===== src/rtl/rotary_pkg.sv =====
// rtl/rotary_pkg.sv - shared types and flag indices for the rotary controller
package rotary_pkg;

  typedef enum logic [1:0] {
    IDLE    = 2'd0,
    READ    = 2'd1,
    UPDATE  = 2'd2,
    PRESENT = 2'd3
  } state_t;

  localparam int F_ROTL = 0;
  localparam int F_ROTR = 1;
  localparam int F_PUSH = 2;

  typedef logic [2:0] flags_t;

endpackage


===== src/rtl/rotary_step_alu.sv =====
// rtl/rotary_step_alu.sv - bounded add/subtract of one step with saturate or wrap
module rotary_step_alu #(
  parameter int WIDTH = 8,
  parameter int MIN   = 0,
  parameter int MAX   = 255
) (
  input  logic [WIDTH-1:0] value,
  input  logic             neg,
  input  logic [WIDTH:0]   mag,
  input  logic             wrap_en,
  output logic [WIDTH-1:0] next,
  output logic             limit
);

  // Two extra bits: one for the carry above MAX, one for the sign below MIN.
  localparam int SW = WIDTH + 2;
  localparam logic signed [SW-1:0] LO_S  = SW'(MIN);
  localparam logic signed [SW-1:0] HI_S  = SW'(MAX);
  localparam logic signed [SW-1:0] ONE_S = SW'(1);

  logic signed [SW-1:0] sum;
  logic signed [SW-1:0] delta;
  logic signed [SW-1:0] res;
  logic [1:0]           unused_hi;

  // Signed sum, then clamp or fold back into [MIN, MAX]; exact landing on a bound is not a limit.
  always_comb begin
    delta = neg ? -$signed({1'b0, mag}) : $signed({1'b0, mag});
    sum   = $signed({2'b00, value}) + delta;
    res   = sum;
    limit = 1'b0;
    if (sum > HI_S) begin
      limit = 1'b1;
      res   = wrap_en ? (LO_S + (sum - HI_S - ONE_S)) : HI_S;
    end else if (sum < LO_S) begin
      limit = 1'b1;
      res   = wrap_en ? (HI_S - (LO_S - sum - ONE_S)) : LO_S;
    end
    {unused_hi, next} = res;
  end

endmodule


===== src/rtl/rotary_ctrl.sv =====
// rtl/rotary_ctrl.sv - polls/acks rotary decoder flags and presents bounded position events
module rotary_ctrl
  import rotary_pkg::*;
#(
  parameter int WIDTH     = 8,
  parameter int MIN       = 0,
  parameter int MAX       = 255,
  parameter int STEP      = 1,
  parameter int COARSE    = 10,
  parameter int RESET_VAL = 0
) (
  input  logic             clk,
  input  logic             clr,
  input  logic             rotl_evt,
  input  logic             rotr_evt,
  input  logic             push_evt,
  output logic             read,
  input  logic             wrap_en,
  input  logic             evt_ready,
  output logic             evt_valid,
  output logic [2:0]       evt_flags,
  output logic             evt_limit,
  output logic [WIDTH-1:0] value,
  output logic             mode
);

  // Step sizes carried at WIDTH+1 bits so a full-range coarse step still fits.
  localparam logic [WIDTH:0] STEP_V   = (WIDTH+1)'(STEP);
  localparam logic [WIDTH:0] COARSE_V = (WIDTH+1)'(COARSE);

  state_t         state, state_nxt;
  flags_t         cap;
  logic           any_evt;
  logic           cap_ld;
  logic           upd;
  logic           read_nxt;
  logic           valid_nxt;
  logic           step_neg;
  logic [WIDTH:0] step_mag;
  logic [WIDTH-1:0] alu_next;
  logic           alu_limit;

  assign any_evt = rotl_evt | rotr_evt | push_evt;

  // Opposite rotations cancel, so only a lone direction produces a step.
  assign step_neg = cap[F_ROTL];
  assign step_mag = (cap[F_ROTL] ^ cap[F_ROTR]) ? (mode ? COARSE_V : STEP_V) : '0;

  rotary_step_alu #(
    .WIDTH (WIDTH),
    .MIN   (MIN),
    .MAX   (MAX)
  ) u_alu (
    .value   (value),
    .neg     (step_neg),
    .mag     (step_mag),
    .wrap_en (wrap_en),
    .next    (alu_next),
    .limit   (alu_limit)
  );

  // State register.
  always_ff @(posedge clk or negedge clr) begin
    if (!clr) state <= IDLE;
    else      state <= state_nxt;
  end

  // Next-state logic; decoder flags are only looked at from IDLE.
  always_comb begin
    state_nxt = state;
    case (state)
      IDLE:    if (any_evt) state_nxt = READ;
      READ:    state_nxt = UPDATE;
      UPDATE:  state_nxt = PRESENT;
      PRESENT: if (evt_ready) state_nxt = IDLE;
      default: state_nxt = IDLE;
    endcase
  end

  // Output decode: register enables and next values of the registered outputs.
  always_comb begin
    cap_ld    = (state == IDLE) && any_evt;
    upd       = (state == UPDATE);
    read_nxt  = (state_nxt == READ);
    valid_nxt = (state_nxt == PRESENT);
  end

  // Capture, position and output registers.
  always_ff @(posedge clk or negedge clr) begin
    if (!clr) begin
      read      <= 1'b0;
      evt_valid <= 1'b0;
      evt_flags <= '0;
      evt_limit <= 1'b0;
      value     <= WIDTH'(RESET_VAL);
      mode      <= 1'b0;
      cap       <= '0;
    end else begin
      read      <= read_nxt;
      evt_valid <= valid_nxt;
      if (cap_ld) begin
        cap[F_ROTL] <= rotl_evt;
        cap[F_ROTR] <= rotr_evt;
        cap[F_PUSH] <= push_evt;
      end
      if (upd) begin
        value     <= alu_next;
        evt_flags <= cap;
        evt_limit <= alu_limit;
        if (cap[F_PUSH]) mode <= ~mode;
      end
    end
  end

endmodule


===== config.mk =====
export PLATFORM = sky130hd
export DESIGN_NAME = rotary_ctrl
export DESIGN_NICKNAME = d
export VERILOG_FILES = /design/src/rtl/rotary_pkg.sv /design/src/rtl/rotary_step_alu.sv /design/src/rtl/rotary_ctrl.sv
export SDC_FILE = /design/constraint.sdc
export NUM_CORES = 1
export LEC_CHECK = 0
export BUFFER_PORTS_ARGS = -buffer_cell sky130_fd_sc_hd__buf_2
export CELL_PAD_IN_SITES_DETAIL_PLACEMENT = 0
export CELL_PAD_IN_SITES_GLOBAL_PLACEMENT = 1
export CORE_AREA = 2 2 76 85
export CTS_CLUSTER_DIAMETER = 200
export DETAILED_ROUTE_END_ITERATION = 8
export DIE_AREA = 0 0 78 87
export HOLD_SLACK_MARGIN = 0.1
export PLACE_DENSITY_LB_ADDON = 0.1
export SLEW_MARGIN = 10
export SYNTH_ARGS = -nofsm -noshare
export SYNTH_HDL_FRONTEND = slang
export SYNTH_SLANG_ARGS = --single-unit
export TNS_END_PERCENT = 20

===== constraint.sdc =====
create_clock -name clk -period 3.5 [get_ports clk]
set_clock_uncertainty 0.1 [all_clocks]
set_input_delay 0.175 -clock clk [delete_from_list [all_inputs] [get_ports clk]]
set_output_delay 0.175 -clock clk [all_outputs]
set_load 0.05 [all_outputs]

## Yosys cells after proc, flatten, opt, wreduce, memory -nomap -nowiden

Index checks and enable logic that the tools add are counted.

| word-level totals | value |
|---|---|
| bits in registers | 20 |
| logic and storage cells | 41 |
| input port bits | 7 |
| output and inout port bits | 15 |

| cells by class | value |
|---|---|
| equality and inequality tests | 5 |
| bitwise gates (word level) | 4 |
| add/subtract/negate cells | 7 |
| muxes and demuxes | 12 |
| $lt $le $gt $ge | 2 |
| reduce and logical (&&, ||, !) cells | 3 |

Operators by type and width:

| kind | count |
|---|---|
| 8-bit two-way mux | 4 |
| 1-bit by 8-bit subtractor with 8-bit output, first input constant | 2 |
| 8-bit by 2-bit subtractor with 8-bit output, second input constant | 2 |
| 9-bit by 10-bit adder with 10-bit output | 1 |
| 10-bit by 9-bit > comparator with 1-bit output, second input constant | 1 |
| 10-bit by 1-bit < comparator with 1-bit output, second input constant | 1 |
| 10-bit two-way mux | 1 |
| 4-bit negator with 10-bit output | 1 |
| 4-bit two-way mux | 2 |
| 2-bit one-hot mux with 4 select lines | 1 |
| 8-bit by 1-bit subtractor with 8-bit output, second input constant | 1 |
| 2-bit == test, second input constant | 3 |
| 2-bit by 1-bit == test with 1-bit output, second input constant | 2 |
| 2-bit two-way mux | 2 |
| 2-bit logical NOT | 1 |
| 1-bit two-way mux | 2 |
| 1-bit bitwise OR | 2 |
| 2-bit AND reduction | 1 |
| 1-bit logical AND | 1 |
| 1-bit inverter | 1 |
| 1-bit XOR | 1 |

## Longest topological paths before layout

| depth | value |
|---|---|
| word-level depth | 11 |
| depth in mapped cells | 16 |
| depth with buffers taken out | 13 |

## Cells and area by module

Synthesis repeated with hierarchy kept, for this count alone.

| unflattened totals | value |
|---|---|
| cells, all modules | 144 |
| area, all modules | 1,530.2 sq um |

Modules (own cells, without submodules):

| module | seq. area each (sq um) | times used | area an instance (sq um) | cells an instance |
|---|---|---|---|---|
| rotary_ctrl | 500.5 | 1 | 812.0 | 54 |
| rotary_step_alu | 0.0 | 1 | 718.2 | 90 |

## Worst setup path before layout

No wires, ideal clock.

| timing path | value |
|---|---|
| path type | register to register |
| start | reg mode |
| end | reg value[7] |
| required time | 3.269 ns |
| stages on the path, launching flop included | 15 |
| setup time | 0.131 ns |
| clock period less this slack | 3.342 ns |
| path slack | 0.158 ns |
| data arrival time | 3.111 ns |
| buffers on the path | 2 |
| path through | dfrtp_1 -> nand2b_1 -> ha_1 -> nand2b_4 -> buf_12 -> inv_4 -> buf_2 -> ha_1 -> a21o_1 -> maj3_1 -> a311o_1 -> a21oi_1 -> xor2_1 -> o211ai_1 -> o21ai_1 |

| between the ends | value |
|---|---|
| word-level cells in the longest chain between the ends | 11 |
| elaborated cells between the ends (all ways) | 16 |
| classes of those cells | add/sub: 7; order compare: 2; mux: 7 |

Ends and longest elaborated chain:

| element | RTL line | text |
|---|---|---|
| from (decl) | rotary_ctrl.sv:24 | `output logic mode` |
| from (signal assigned) | rotary_ctrl.sv:110 | `if (cap[F_PUSH]) mode <= ~mode;` |
| 4-bit two-way mux * (2 in series) | rotary_ctrl.sv:47 | `assign step_mag = (cap[F_ROTL] ^ cap[F_ROTR]) ? (mode ? COARSE_V : STEP_V) : '0;` |
| 4-bit negator with 10-bit output | rotary_step_alu.sv:28 | `delta = neg ? -$signed({1'b0, mag}) : $signed({1'b0, mag});` |
| 10-bit two-way mux * | rotary_step_alu.sv:28 |  |
| 9-bit by 10-bit adder with 10-bit output * | rotary_step_alu.sv:29 | `sum = $signed({2'b00, value}) + delta;` |
| 1-bit by 8-bit subtractor with 8-bit output | rotary_step_alu.sv:37 | `res = wrap_en ? (HI_S - (LO_S - sum - ONE_S)) : LO_S;` |
| 8-bit by 2-bit subtractor with 8-bit output | rotary_step_alu.sv:37 |  |
| 1-bit by 8-bit subtractor with 8-bit output | rotary_step_alu.sv:37 |  |
| 8-bit two-way mux | rotary_step_alu.sv:37 |  |
| 8-bit two-way mux | rotary_step_alu.sv:35 | `end else if (sum < LO_S) begin` |
| 8-bit two-way mux * | rotary_step_alu.sv:32 | `if (sum > HI_S) begin` |
| to (signal assigned) | rotary_ctrl.sv:95 | `value <= WIDTH'(RESET_VAL);` |
| to (signal assigned) | rotary_ctrl.sv:107 | `value <= alu_next;` |
| to (decl) | rotary_ctrl.sv:23 | `output logic [WIDTH-1:0] value,` |

Mark *: on every way between the ends. The rest lies on a longest branch, timed or not.
A chain may end at the register's enable or synchronous reset.

## Worst setup path in the final report

| timing path | value |
|---|---|
| start | reg cap[1] |
| end | reg value[5] |

| between the ends | value |
|---|---|
| word-level cells in the longest chain between the ends | 11 |
| elaborated cells between the ends (all ways) | 16 |
| classes of those cells | add/sub: 7; order compare: 2; mux: 6; bitwise: 1 |

Ends and longest elaborated chain:

| element | RTL line | text |
|---|---|---|
| from (decl) | rotary_ctrl.sv:32 | `flags_t cap;` |
| from (signal, indexed assignment) | rotary_ctrl.sv:102 | `cap[F_ROTL] <= rotl_evt;` |
| from (signal, indexed assignment) | rotary_ctrl.sv:103 | `cap[F_ROTR] <= rotr_evt;` |
| from (signal, indexed assignment) | rotary_ctrl.sv:104 | `cap[F_PUSH] <= push_evt;` |
| 1-bit XOR * | rotary_ctrl.sv:47 |  |
| 4-bit two-way mux * | rotary_ctrl.sv:47 |  |
| 4-bit negator with 10-bit output | rotary_step_alu.sv:28 |  |
| 10-bit two-way mux * | rotary_step_alu.sv:28 |  |
| 9-bit by 10-bit adder with 10-bit output * | rotary_step_alu.sv:29 |  |
| 1-bit by 8-bit subtractor with 8-bit output | rotary_step_alu.sv:37 |  |
| 8-bit by 2-bit subtractor with 8-bit output | rotary_step_alu.sv:37 |  |
| 1-bit by 8-bit subtractor with 8-bit output | rotary_step_alu.sv:37 |  |
| 8-bit two-way mux | rotary_step_alu.sv:37 |  |
| 8-bit two-way mux | rotary_step_alu.sv:35 |  |
| 8-bit two-way mux * | rotary_step_alu.sv:32 |  |

Marked as above.

==> results.md <==
* Outcome: completed
* Fraction of registers with async set/reset at 100%
* WP data required at roughly 3.6 ns
* Post-DP HPWL at around 2800 um
* Routed WL at 3830 um
* Post-synthesis sequential area ratio at about a third
* Final Cell Area at 1770 um2
* Clock Sinks at 20
* M2 GR Usage at about a fifth
* Via/cell ratio at ~4.7
* Root Buffer Master: clkbuf_8
* Num rows at 30
* DR WL/cell at 14.4 um
* Worst EP arrival at about 3.4 ns
* Placeable Area at around 6000 um2
* Worst-margin pin slew at 0.654 ns
* ANT nets after route at 0
* Commonest cells in the netlist: 28 x nand2_1, 20 x dfrtp_1, 15 x a21oi_1, 10 x nor2_1
* Final period util at 93.8%
* Syn Std Cell Area at between 1000 and 1500 um2
* Clock slew at reported path FFs at roughly 0.08 ns
* Initial DRT Pass Iterations at 4
* Maxcap violations at 0
* First-pass GRT wire length at 6180 um
* Post-synth top flop: dfrtp_1
* Pins over their slew limit at 0
* Synthesized flop and latch total at 20
* Placed cells at between 200 and 300
* Worst-path maximum fanout at 5
* Antenna cell count at 0
* GRT Total Usage at a little under an eighth
* Top cell type's share of synthesized area at 35.0%
* Gate Count Post-Synth at about 160
* Num CTS Buffers at 3
* CTS tree: done
* Unrepaired setup endpoints after global routing: false
* Initial antenna violation count at 0
* Leading area contributor after synthesis: dfrtp_1
* Die height at between 80 and 90 um
* Layout area overhead at 23.7%
* Synth area leaders: dfrtp_1 35%, nand2_1 7.3%, ha_1 7.0%, a21oi_1 5.2%, o21ai_1 2.8%
* Max_slew headroom at roughly 56%
* Mean Syn Cell Area at just over 9 um2
* Final Non-Filler Cells at 266
* Placer Congestion at between 0.7 and 0.8
* H-tree Lvls at 1
* Initial core utilization at 23.8%
* Boundary Pins at 22
* Vias in the first global route at approximately 1.3k
* Hold Crit Class: in2async
* Port-buffer cells at 21
* Remaining DRCs at 0
* Synth Area in Simple Gates at between 10% and 20%
* Mux contribution to synthesized area at roughly 1.6%
* Global Route met1 Usage at around 15%
* Fin. Hold Viols at 0
* Gr busiest metal: met2
* DR vias at 1245
* DP Area at between 1500 and 2000 um2
* Max Freq at a little over 0.3 GHz
* Fraction of the mapped netlist area in compound gates at 24.3%
* Nets at 203
* Warnings, synthesis at 0
* Die area at around 6800 um2
* Post-Synth XOR/XNOR Area at roughly 3.7%
* Setup CP Type: reg2reg
* Clock Latency Late Sink at 0.26 ns
* Die width at slightly below 80 um
* CP Capture Type: register
* Final Critical Period at around 3.3 ns
* Starting DRT DRC Count at between 50 and 60
* Main combinational cell family by area after synthesis: compound AO/OA/AOI/OAI gates
* Final Setup Violations at 0
* M3 GR Usage at roughly 1.8%
* Worst Setup Start Kind: register
* Largest net degree at the start of global routing at 21
* Count leader, synth: nand2_1
* GR Overflow Total at 0
* Post-synthesis adder-cell area fraction at a little over a tenth
* Synthesized Nets at roughly 170
* Layout cells sized above 1 at between 20% and 30%
* Post-synth EDFFs at 0
* Filler Cell Count at about 660
* Total Neg Setup Slack at 0 ns
* Clock buffer depth at 2
* Unique masters post-synth at 47
-- cells in the final DEF (no fill, tap or decap), types with 3 or more instances in the layout --
cell type       n
nor3_1          3
buf_2          21
clkbuf_8        3
nand2b_1        4
dlygate4sd3_1   5
ha_1            8
buf_4           5
a21oi_1        15
o21ai_1         9
inv_1           6
xnor2_1         3
nor2_1         10
a21o_1          3
nand2_1        28
dfrtp_1        19
-- per-layer routing --
| layer | part of all wire (%) | up-vias |
|---|---|---|
| met4 | 1.8 | 0 |
| met5 | 0 | - |
| met2 | 50 | 19 |
| met3 | 2.7 | 6 |
| met1 | 45 | 610 |
| li1 | - | 610 |
-- area by class of cell --
cell class	count	area, um2	share of cell area [%]
clock buffers	3	41.3	2.33
clock inverters	1	30.0	1.70
inverters	7	28.8	1.63
well taps	80	100	5.65
multi-input cells	124	876	49.5
flip-flops and latches	20	502	28.3
repair buffers	31	193	10.9
-- critical path, stage by stage, from the launching register on --
cell	delay, ns
dfrtp_2	0.44
xor2_2	0.14
nand2b_1	0.09
ha_1	0.27
nand2_1	0.06
nand2_1	0.09
ha_1	0.28
a21o_1	0.19
maj3_2	0.34
a21o_4	0.26
a21oi_4	0.26
mux2i_4	0.36
o21ai_1	0.12
a22oi_1	0.20
-- stage by stage --
| step | setup WS, ns | hold slack [ns] | utilization [%] |
|---|---|---|---|
| floorplan | 0.158 | -0.221 | - |
| global placement | 0.219 | 0.0606 | 26.8 |
| detailed placement | 0.138 | 0.0675 | 26.8 |
| CTS | 0.111 | 0.314 | 28.9 |
| global route | 0.0134 | 0.315 | 29.5 |
| finish | 0.219 | 0.293 | 29.5 |
-- registers in the layout (all words and copies together) (netlist names) --
| name | count |
|---|---|
| cap | 3 |
| evt_limit | 1 |
| mode | 1 |
| evt_valid | 1 |
| state | 2 |
| read | 1 |
| value | 8 |
| evt_flags | 3 |
-- timing repair --
| action | 4_1_cts | 5_1_grt |
|---|---|---|
| hold buffers | 5 | 0 |
| setup endpoints to repair | 0 | 8 |
| hold endpoints to repair | 25 | 0 |
| resized for setup | 0 | 3 |
| buffers inserted | 0 | 2 |
-- cell families (layout without fill, tap and decap cells) --
family	Yosys count	in the layout
AND/OR/NAND/NOR	58	58
adder cells (fa/ha/maj)	12	12
AO/OA/AOI/OAI	46	46
XOR/XNOR	6	6
flip-flops	20	20
multiplexers	1	2
buffers and inverters	13	42
-- final timing paths --
| kind | startpoint | to | slack (ns) | depth (start not counted) |
|---|---|---|---|---|
| worst max register to register | cap[1] | value[5] | 0.22 | 13 |
| max in group asynchronous | clr | cap[1] | 2.65 | 2 |
| worst min-delay path | clr | evt_limit | 0.29 | 2 |
| worst min register to register | evt_flags[2] | evt_flags[2] | 0.38 | 2 |
| min in group clk | evt_flags[2] | evt_flags[2] | 0.38 | 2 |
| worst max-delay path | cap[1] | value[5] | 0.22 | 13 |
Power is left out: the tool's default activity adds up to more than one toggle a clock period on the data nets, which glitch-free logic cannot reach.
